`src/rtl/instr_encoder_pkg.sv`:
```
// Shared instruction-encoding definitions.
//   - RV32I base opcode constants (the common library set)
//   - fmt_e: operand-placement format selected by an opcode
//   - NOP_INSTR: canonical ADDI x0,x0,0 encoding
//   - opcode_fmt(): opcode -> format lookup; unknown opcodes map to FMT_BAD
package instr_encoder_pkg;

    localparam logic [6:0] OPC_LUI    = 7'b0110111;
    localparam logic [6:0] OPC_AUIPC  = 7'b0010111;
    localparam logic [6:0] OPC_JAL    = 7'b1101111;
    localparam logic [6:0] OPC_JALR   = 7'b1100111;
    localparam logic [6:0] OPC_BRANCH = 7'b1100011;
    localparam logic [6:0] OPC_LOAD   = 7'b0000011;
    localparam logic [6:0] OPC_STORE  = 7'b0100011;
    localparam logic [6:0] OPC_OP_IMM = 7'b0010011;
    localparam logic [6:0] OPC_OP     = 7'b0110011;

    localparam logic [31:0] NOP_INSTR = 32'h0000_0013;

    typedef enum logic [2:0] {
        FMT_R,
        FMT_I,      // OP-IMM, LOAD and JALR share the I layout
        FMT_S,
        FMT_B,
        FMT_J,
        FMT_U,
        FMT_BAD
    } fmt_e;

    function automatic fmt_e opcode_fmt(input logic [6:0] op);
        case (op)
            OPC_OP:                         return FMT_R;
            OPC_OP_IMM, OPC_LOAD, OPC_JALR: return FMT_I;
            OPC_STORE:                      return FMT_S;
            OPC_BRANCH:                     return FMT_B;
            OPC_JAL:                        return FMT_J;
            OPC_LUI, OPC_AUIPC:             return FMT_U;
            default:                        return FMT_BAD;
        endcase
    endfunction

endpackage

```
`src/rtl/instr_encoder_pack.sv`:
```
// instr_pack: combinational RV32I field packer and immediate legality check.
// Ports:
//   op_i, rd_i, rs1_i, rs2_i, funct3_i, funct7_i  decoded instruction fields
//   imm_i      immediate in the zero-extended decoder output form
//   word_o     packed instruction word (unused fields are zero)
//   illegal_o  1 when the opcode is unknown or imm_i cannot be represented
// The legality rules mirror the immediate generator exactly: any bit that
// the generator would not reproduce from the packed word must be zero.
module instr_pack
    import instr_encoder_pkg::*;
(
    input  logic [6:0]  op_i,
    input  logic [4:0]  rd_i,
    input  logic [4:0]  rs1_i,
    input  logic [4:0]  rs2_i,
    input  logic [2:0]  funct3_i,
    input  logic [6:0]  funct7_i,
    input  logic [31:0] imm_i,
    output logic [31:0] word_o,
    output logic        illegal_o
);

    always_comb begin
        word_o    = '0;
        illegal_o = 1'b0;
        case (opcode_fmt(op_i))
            FMT_R: begin
                word_o = {funct7_i, rs2_i, rs1_i, funct3_i, rd_i, op_i};
            end
            FMT_I: begin
                word_o    = {imm_i[11:0], rs1_i, funct3_i, rd_i, op_i};
                illegal_o = |imm_i[31:12];
            end
            FMT_S: begin
                word_o    = {imm_i[11:5], rs2_i, rs1_i, funct3_i, imm_i[4:0], op_i};
                illegal_o = |imm_i[31:12];
            end
            FMT_B: begin
                // Branch offsets are even; bit 0 is not encodable.
                word_o    = {imm_i[12], imm_i[10:5], rs2_i, rs1_i, funct3_i,
                             imm_i[4:1], imm_i[11], op_i};
                illegal_o = (|imm_i[31:13]) | imm_i[0];
            end
            FMT_J: begin
                word_o    = {imm_i[20], imm_i[10:1], imm_i[11], imm_i[19:12], rd_i, op_i};
                illegal_o = (|imm_i[31:21]) | imm_i[0];
            end
            FMT_U: begin
                word_o    = {imm_i[31:12], rd_i, op_i};
                illegal_o = |imm_i[11:0];
            end
            default: begin
                // Never emitted: the illegal flag causes the entry to be dropped.
                word_o    = NOP_INSTR;
                illegal_o = 1'b1;
            end
        endcase
    end

endmodule

```
`src/rtl/instr_encoder.sv`:
```
// instr_encoder: packs decoded instruction fields into RV32I words and emits
// them with sequential word-aligned write addresses through a two-stage
// valid/ready pipeline (s1 = packed word + illegal flag, s2 = output reg).
// Ports:
//   clk, rst                   clock, synchronous active-high reset
//   in_valid/in_ready          request handshake
//   in_opcode..in_imm          decoded fields
//   out_valid/out_ready        output handshake
//   out_instr, out_addr        encoded word and its write address
//   err_pulse                  high while an illegal s1 entry is being dropped
//   err_count                  saturating count of dropped requests
module instr_encoder
    import instr_encoder_pkg::*;
#(
    parameter logic [31:0] START_ADDR = 32'h0000_0000,
    parameter int          ERR_CNT_W  = 8
) (
    input  logic                 clk,
    input  logic                 rst,
    input  logic                 in_valid,
    output logic                 in_ready,
    input  logic [6:0]           in_opcode,
    input  logic [4:0]           in_rd,
    input  logic [4:0]           in_rs1,
    input  logic [4:0]           in_rs2,
    input  logic [2:0]           in_funct3,
    input  logic [6:0]           in_funct7,
    input  logic [31:0]          in_imm,
    output logic                 out_valid,
    input  logic                 out_ready,
    output logic [31:0]          out_instr,
    output logic [31:0]          out_addr,
    output logic                 err_pulse,
    output logic [ERR_CNT_W-1:0] err_count
);

    logic [31:0]          pack_word;
    logic                 pack_illegal;

    logic                 s1_valid_q, s1_valid_d;
    logic                 s1_illegal_q, s1_illegal_d;
    logic [31:0]          s1_word_q, s1_word_d;
    logic                 s2_valid_q, s2_valid_d;
    logic [31:0]          s2_instr_q, s2_instr_d;
    logic [31:0]          addr_q, addr_d;
    logic [ERR_CNT_W-1:0] err_count_q, err_count_d;

    logic                 s1_advance;
    logic                 in_fire;
    logic                 out_fire;
    logic                 s1_drop;

    instr_pack u_pack (
        .op_i      (in_opcode),
        .rd_i      (in_rd),
        .rs1_i     (in_rs1),
        .rs2_i     (in_rs2),
        .funct3_i  (in_funct3),
        .funct7_i  (in_funct7),
        .imm_i     (in_imm),
        .word_o    (pack_word),
        .illegal_o (pack_illegal)
    );

    // An illegal entry never needs s2, so it drains regardless of backpressure.
    assign s1_advance = s1_valid_q && (s1_illegal_q || !s2_valid_q || out_ready);
    assign in_ready   = !s1_valid_q || s1_advance;
    assign in_fire    = in_valid && in_ready;
    assign out_fire   = s2_valid_q && out_ready;
    assign s1_drop    = s1_valid_q && s1_illegal_q;

    always_comb begin
        s1_valid_d   = s1_valid_q;
        s1_illegal_d = s1_illegal_q;
        s1_word_d    = s1_word_q;
        if (in_fire) begin
            s1_valid_d   = 1'b1;
            s1_illegal_d = pack_illegal;
            s1_word_d    = pack_word;
        end else if (s1_advance) begin
            s1_valid_d   = 1'b0;
        end
    end

    // s2 may hand off its word and take the next one on the same edge.
    always_comb begin
        s2_valid_d = s2_valid_q;
        s2_instr_d = s2_instr_q;
        if (s1_advance && !s1_illegal_q) begin
            s2_valid_d = 1'b1;
            s2_instr_d = s1_word_q;
        end else if (out_fire) begin
            s2_valid_d = 1'b0;
        end
    end

    always_comb begin
        addr_d      = out_fire ? addr_q + 32'd4 : addr_q;
        err_count_d = err_count_q;
        if (s1_drop && !(&err_count_q)) begin
            err_count_d = err_count_q + ERR_CNT_W'(1);
        end
    end

    always_ff @(posedge clk) begin
        if (rst) begin
            s1_valid_q   <= 1'b0;
            s1_illegal_q <= 1'b0;
            s1_word_q    <= '0;
            s2_valid_q   <= 1'b0;
            s2_instr_q   <= '0;
            addr_q       <= START_ADDR;
            err_count_q  <= '0;
        end else begin
            s1_valid_q   <= s1_valid_d;
            s1_illegal_q <= s1_illegal_d;
            s1_word_q    <= s1_word_d;
            s2_valid_q   <= s2_valid_d;
            s2_instr_q   <= s2_instr_d;
            addr_q       <= addr_d;
            err_count_q  <= err_count_d;
        end
    end

    assign out_valid = s2_valid_q;
    assign out_instr = s2_instr_q;
    assign out_addr  = addr_q;
    assign err_pulse = s1_drop;
    assign err_count = err_count_q;

endmodule

```
`config.mk`:
```
export PLATFORM = sky130hd
export DESIGN_NAME = instr_encoder
export DESIGN_NICKNAME = d
export VERILOG_FILES = /design/src/rtl/instr_encoder_pkg.sv /design/src/rtl/instr_encoder_pack.sv /design/src/rtl/instr_encoder.sv
export SDC_FILE = /design/constraint.sdc
export NUM_CORES = 1
export LEC_CHECK = 0
export CAP_MARGIN = 25
export CORE_ASPECT_RATIO = 2
export CORE_MARGIN = 2
export CORE_UTILIZATION = 47
export CTS_CLUSTER_SIZE = 25
export DETAILED_ROUTE_END_ITERATION = 10
export PLACE_DENSITY = 0.76
export SLEW_MARGIN = 15
export SYNTH_ARGS = -nofsm -noshare
export SYNTH_HDL_FRONTEND = slang
export SYNTH_SLANG_ARGS = --single-unit
export TNS_END_PERCENT = 1
```
`constraint.sdc`:
```
create_clock -name clk -period 3.8 [get_ports clk]
set_input_delay 0.57 -clock clk [delete_from_list [all_inputs] [get_ports clk]]
set_output_delay 0.57 -clock clk [all_outputs]
set_load 0.05 [all_outputs]
```
# Yosys cells after proc, flatten, opt, wreduce, memory -nomap -nowiden
# Cells that the tools add are included.
# word_totals
word_cells	56
input_bits	68
output_inout_bits	75
reg_bits	107
# classes
n_bitwise	2
muxes	7
n_reduce_logical	24
n_eq_ne	14
add_sub_neg	2
# op_table
operator	n
case mux 32 bit (6 select lines)	1
adder 32 x 3 -> 32 bit (second input constant)	1
equality test 7 x 6 -> 1 bit (second input constant)	3
equality test 7 bit (second input constant)	3
OR reduction 20 bit	1
OR reduction 19 bit	1
case mux 3 bit (6 select lines)	1
equality test 7 x 5 -> 1 bit (second input constant)	2
OR reduction 12 bit	1
OR reduction 11 bit	1
adder 8 x 1 -> 8 bit (second input constant)	1
AND reduction 8 bit	1
equality test 7 x 2 -> 1 bit (second input constant)	1
equality test 3 x 2 -> 1 bit (second input constant)	2
equality test 3 bit (second input constant)	2
logical AND 1 bit	6
case mux 1 bit (5 select lines)	1
zero test 1 bit	4
two-way mux 1 bit	4
nonzero test 2 bit	2
OR reduction 2 bit	2
equality test 3 x 1 -> 1 bit (second input constant)	1
zero test 3 bit	1
logical OR 1 bit	3
other kinds (2)	3

# Longest topological paths before layout
# Gate-level depths: netlist (run 1).
# logic_depth
depth_word	7
depth_mapped	14

# Cells and area by module
# A second synthesis (run 1) with hierarchy kept.
# unflattened
hier_cells	678
hier_area_um2	5291.3
# modules_own_cells
mod	cells_per_inst	n_inst	area_each_um2
instr_encoder	507	1	4147.7
instr_pack	171	1	1143.6

# Worst setup path after synthesis (run 1)
# No wires, ideal clock.
# synth_timing
kind	input-to-reg
from	input in_opcode[3]
to	register s1_word_q[2]
path_slack_ns	0.560
cell_stages	13
n_path_buf	3
arrival_ns	3.180
t_required_ns	3.740
path_cell_list	buf_4 or3b_2 a21oi_4 buf_4 inv_1 ha_1 clkbuf_1 inv_1 nor2_1 o41ai_4 nand2_2 nor2_1 a22o_1
# synth_between
elab_chain_cells	5
# synth_rtl
item	line	rtl
start: declaration	instr_encoder.sv:22	input logic [6:0] in_opcode,
equality test 7 x 5 -> 1 bit (tied with other cells)	instr_encoder_pkg.sv:31	case (op)
OR reduction 3 bit / OR reduction 2 bit (equally long branches)	instr_encoder_pkg.sv:31	
case mux 3 bit (6 select lines) *	instr_encoder_pkg.sv:31	
equality test 3 bit (tied with other cells)	instr_encoder_pack.sv:26	case (opcode_fmt(op_i))
case mux 32 bit (6 select lines) *	instr_encoder_pack.sv:26	
end signal: assignment	instr_encoder.sv:117	s1_word_q <= s1_word_d;
end: declaration	instr_encoder.sv:42	logic [31:0] s1_word_q, s1_word_d;
# Every way passes the cells marked *; elsewhere a longest branch is shown, timed or not.
# A chain may end at the register's enable or synchronous reset.

# Final worst setup path (run 1)
# layout_timing
from	input in_opcode[3]
to	register s1_word_q[19]
# The elaborated chain is that of the path after synthesis.

==> metrics, run 1 <==
outcome finished clean; worst hold endpoint out_instr[4]; worst r2r src out_valid; post-synthesis cell area roughly 0.0048 mm^2; Final Util between 60% and 70%; Avg Synthesized Cell Area 8.28 um^2; asr flop ratio synth 0%; Post-route DRC 0; RSZ-0062 raised after global routing false; Top FF cell, synth dfxtp_1; die width approximately 76 um; # hold bufs at CTS 0; CP Capture Type register; Worst-Skew Late Latency about 0.34 ns; GRT overflow 0; Worst R2R Path Depth 5; Starting DRT DRC Count about 260; top cells by area, synth dfxtp_1 44%, nand2_1 8.3%, a21oi_1 5.5%; DRT Pass-1 Iters 5; Top delay family on crit path simple AND/OR/NAND/NOR gates; global-route wire length before repair ~25,000 um; Distinct cells, synth 64; die area 0.0111 mm^2; sequential fraction of design power between 40% and 50%; Final min period 3.40 ns; area growth from synthesis to layout 39.1%; hold path cells 2; post-route ant nets 0; Max Clock Freq about 300 MHz; DR vias/cell 5.70; Reg-to-Reg End s1_word_q[8]; Root Driver clkbuf_16; Port Buf Inserts 140; Ys Warns 0; DP HPWL roughly 13,000 um; Max Transition Viols Final 0; GRT Overall Usage between 20% and 30%; slowest cell delay on critical path around 0.62 ns; max_slew headroom 38.5%; Post-Synthesis Cells a little under 600; crit path kind in -> reg; P_leak about 0.0023 uW; Fillers a little over 800; core area between 0.01 and 0.015 mm^2; Post-synth EDFFs 0; switching power around 540 uW; post-synth top area share a little over two fifths; Clk network pwr share about two fifths; # setup viols final 0; postcts setup bufs 0; R2R Setup Slk approximately 1.5 ns; critical path arrival approximately 3.7 ns; Comb pwr share 10.7%; CP Buf/Inv Count 3; CP Launch Type input pin; Initial Util 47.8%; Top-Level Pins roughly 140; Switching Share between 20% and 30%; type of the most critical hold path reg -> reg; CP cell instances clkdlybuf4s50_1 > or3b_2 > a21oi_4 > inv_1 > ha_1 > inv_1 > nor2_1 > o41ai_4 > nand3_1 > o21ai_0; FP Rows 52; antenna cells 0; Data required, critical path between 4 and 5 ns; share of cells above drive strength 1 7.80%; WL final roughly 16,000 um; critical path's slowest cell clkdlybuf4s50_1; GPL Wtd Cong about 1.0; period utilisation layout between 80% and 90%; clock slew at reported path FFs ~0.07 ns; critical path peak fanout 10; Synth Register Bits 105; largest net degree at the start of global routing 49; register area share after synthesis 43.6%; clk_skew 0.00875 ns; Internal approximately 1700 uW; Final nets roughly 800; Longest Clk Path Bufs 2; chip height roughly 150 um; CTS H-Tree Depth 3; initial antenna violation count 0; critical hold path startpoint s1_word_q[4]; Sum Neg Setup Slack 0 ns; CP dominant cell by count inv_1; max-cap viol count 0; area leader, netlist dfxtp_1; final hold slack ~0.45 ns; via count ~4,900; clock sinks between 100 and 150; peak supply drop between 0.0003 and 0.0004 V; vias in the first global route about 5,000; Pwr Density 338 mW/mm^2; CTS tree built; total clock buffers created by CTS 9; Tightest Pin Transition roughly 0.9 ns; final hold viol count 0; drt wl/cell 18.3 um; cts repair resizes 0
state kept, by name (all words and copies together), names as in the netlist:
register / count
out_instr: 32
s1_illegal_q: 1
out_valid: 1
s1_word_q: 32
s1_valid_q: 1
err_count: 8
out_addr: 30
Yosys cell counts (6+ instances only):
library cell and instances:
nand2_1 107, dfxtp_1 105, nor2_1 56, a21oi_1 53, o21ai_0 23, xor2_1 22
nand3_1 21, clkbuf_1 15, nand4_1 12, nor3_1 12, a22o_1 10, inv_1 9
mux2i_1 9, nor4_1 9, nand2b_1 8, or3_1 8, a221oi_1 7, buf_4 6
xnor2_1 6
power groups by stage:
| stage | clock (uW) | sequential, uW | combinational, uW |
|---|---|---|---|
| floorplan | 0 | 1150 | 102 |
| global placement | 0 | 1140 | 239 |
| detailed placement | 0 | 1140 | 240 |
| CTS | 922 | 1120 | 241 |
| global route | 968 | 1120 | 258 |
| finish | 909 | 1120 | 243 |
tightest hold or removal path: stages, from the launching register on:
cell and delay [ns]:
dfxtp_1 0.31, nand2_1 0.05, a21oi_1 0.05
layout make-up:
| cell class | instances | area, um^2 | area share (%) |
|---|---|---|---|
| Timing Repair Buffer | 162 | 1560 | 23.3 |
| Tap cell | 135 | 169 | 2.52 |
| Sequential cell | 105 | 2100 | 31.3 |
| Clock inverter | 6 | 65.1 | 0.970 |
| Inverter | 9 | 33.8 | 0.504 |
| Multi-Input combinational cell | 439 | 2540 | 38.0 |
| Clock buffer | 10 | 229 | 3.41 |
cell families after synthesis:
family          Yosys count  synth area share (%)
simple gates            266                  26.9
compound gates          131                  18.0
flops                   105                  43.6
buf+inv                  39                  3.74
xor+xnor                 28                  5.09
mux                       9                  1.87
fa+ha+maj                 3                 0.779
other cells               1                0.0778
through the flow:
| stage | worst slack [ns] | power [uW] | cell area (um^2) | cells |
|---|---|---|---|---|
| floorplan | 0.560 | 1250 | 4820 | 583 |
| global placement | 0.184 | 1380 | 6410 | 850 |
| detailed placement | 0.104 | 1380 | 6410 | 850 |
| CTS | 0.425 | 2280 | 6710 | 866 |
| global route | 0.236 | 2340 | 6710 | 866 |
| finish | 0.403 | 2270 | 6710 | 866 |
routing by layer:
layer / GRT usage [%] / share of wire (%)
met5: 0 / 0
met2: 54.2 / 57
met4: 19.1 / 6.0
met1: 27.9 / 33
met3: 4.25 / 4.4
worst max-delay path by stage:
| stage | cells after the start | from | to | slack, ns |
|---|---|---|---|---|
| 2_1_floorplan | 13 | in_opcode[3] | s1_word_q[2] | 0.56 |
| 3_3_place_gp | 10 | in_opcode[3] | s1_word_q[15] | 0.18 |
| 3_5_place_dp | 10 | in_opcode[3] | s1_word_q[14] | 0.10 |
| 4_1_cts | 10 | in_opcode[3] | s1_word_q[19] | 0.43 |
| 5_1_grt | 10 | in_opcode[3] | s1_word_q[19] | 0.24 |
| 6_report | 10 | in_opcode[3] | s1_word_q[19] | 0.40 |
placed cells by master (no fill, tap or decap), types with 6 or more instances in the layout:
cell type	synthesis	final
a221oi_1	7	7
xor2_1	22	22
nor2_1	56	56
nand4_1	12	12
nand2b_1	8	8
mux2i_1	9	9
nand2_1	107	107
clkbuf_16	0	9
dfxtp_1	105	105
a22o_1	10	10
xnor2_1	6	6
a21oi_1	53	53
nor3_1	12	12
buf_4	6	22
o21ai_0	23	23
or3_1	8	8
nor4_1	9	9
inv_1	9	9
nand3_1	21	21
clkdlybuf4s50_1	0	139
No activity file was read; power rests on OpenSTA's default activity.
==> inputs of run 2 (changes only) <==
Settings changed: ABC_CLOCK_PERIOD_IN_PS set to 3800.
==> results of run 2 <==
Final layout, timing and power as in run 1 (identical DEF).
==> inputs of run 3 (changes only) <==
Settings changed: CAP_MARGIN 25 to 10.
==> results of run 3 <==
Final layout, timing and power as in run 1 (identical DEF).
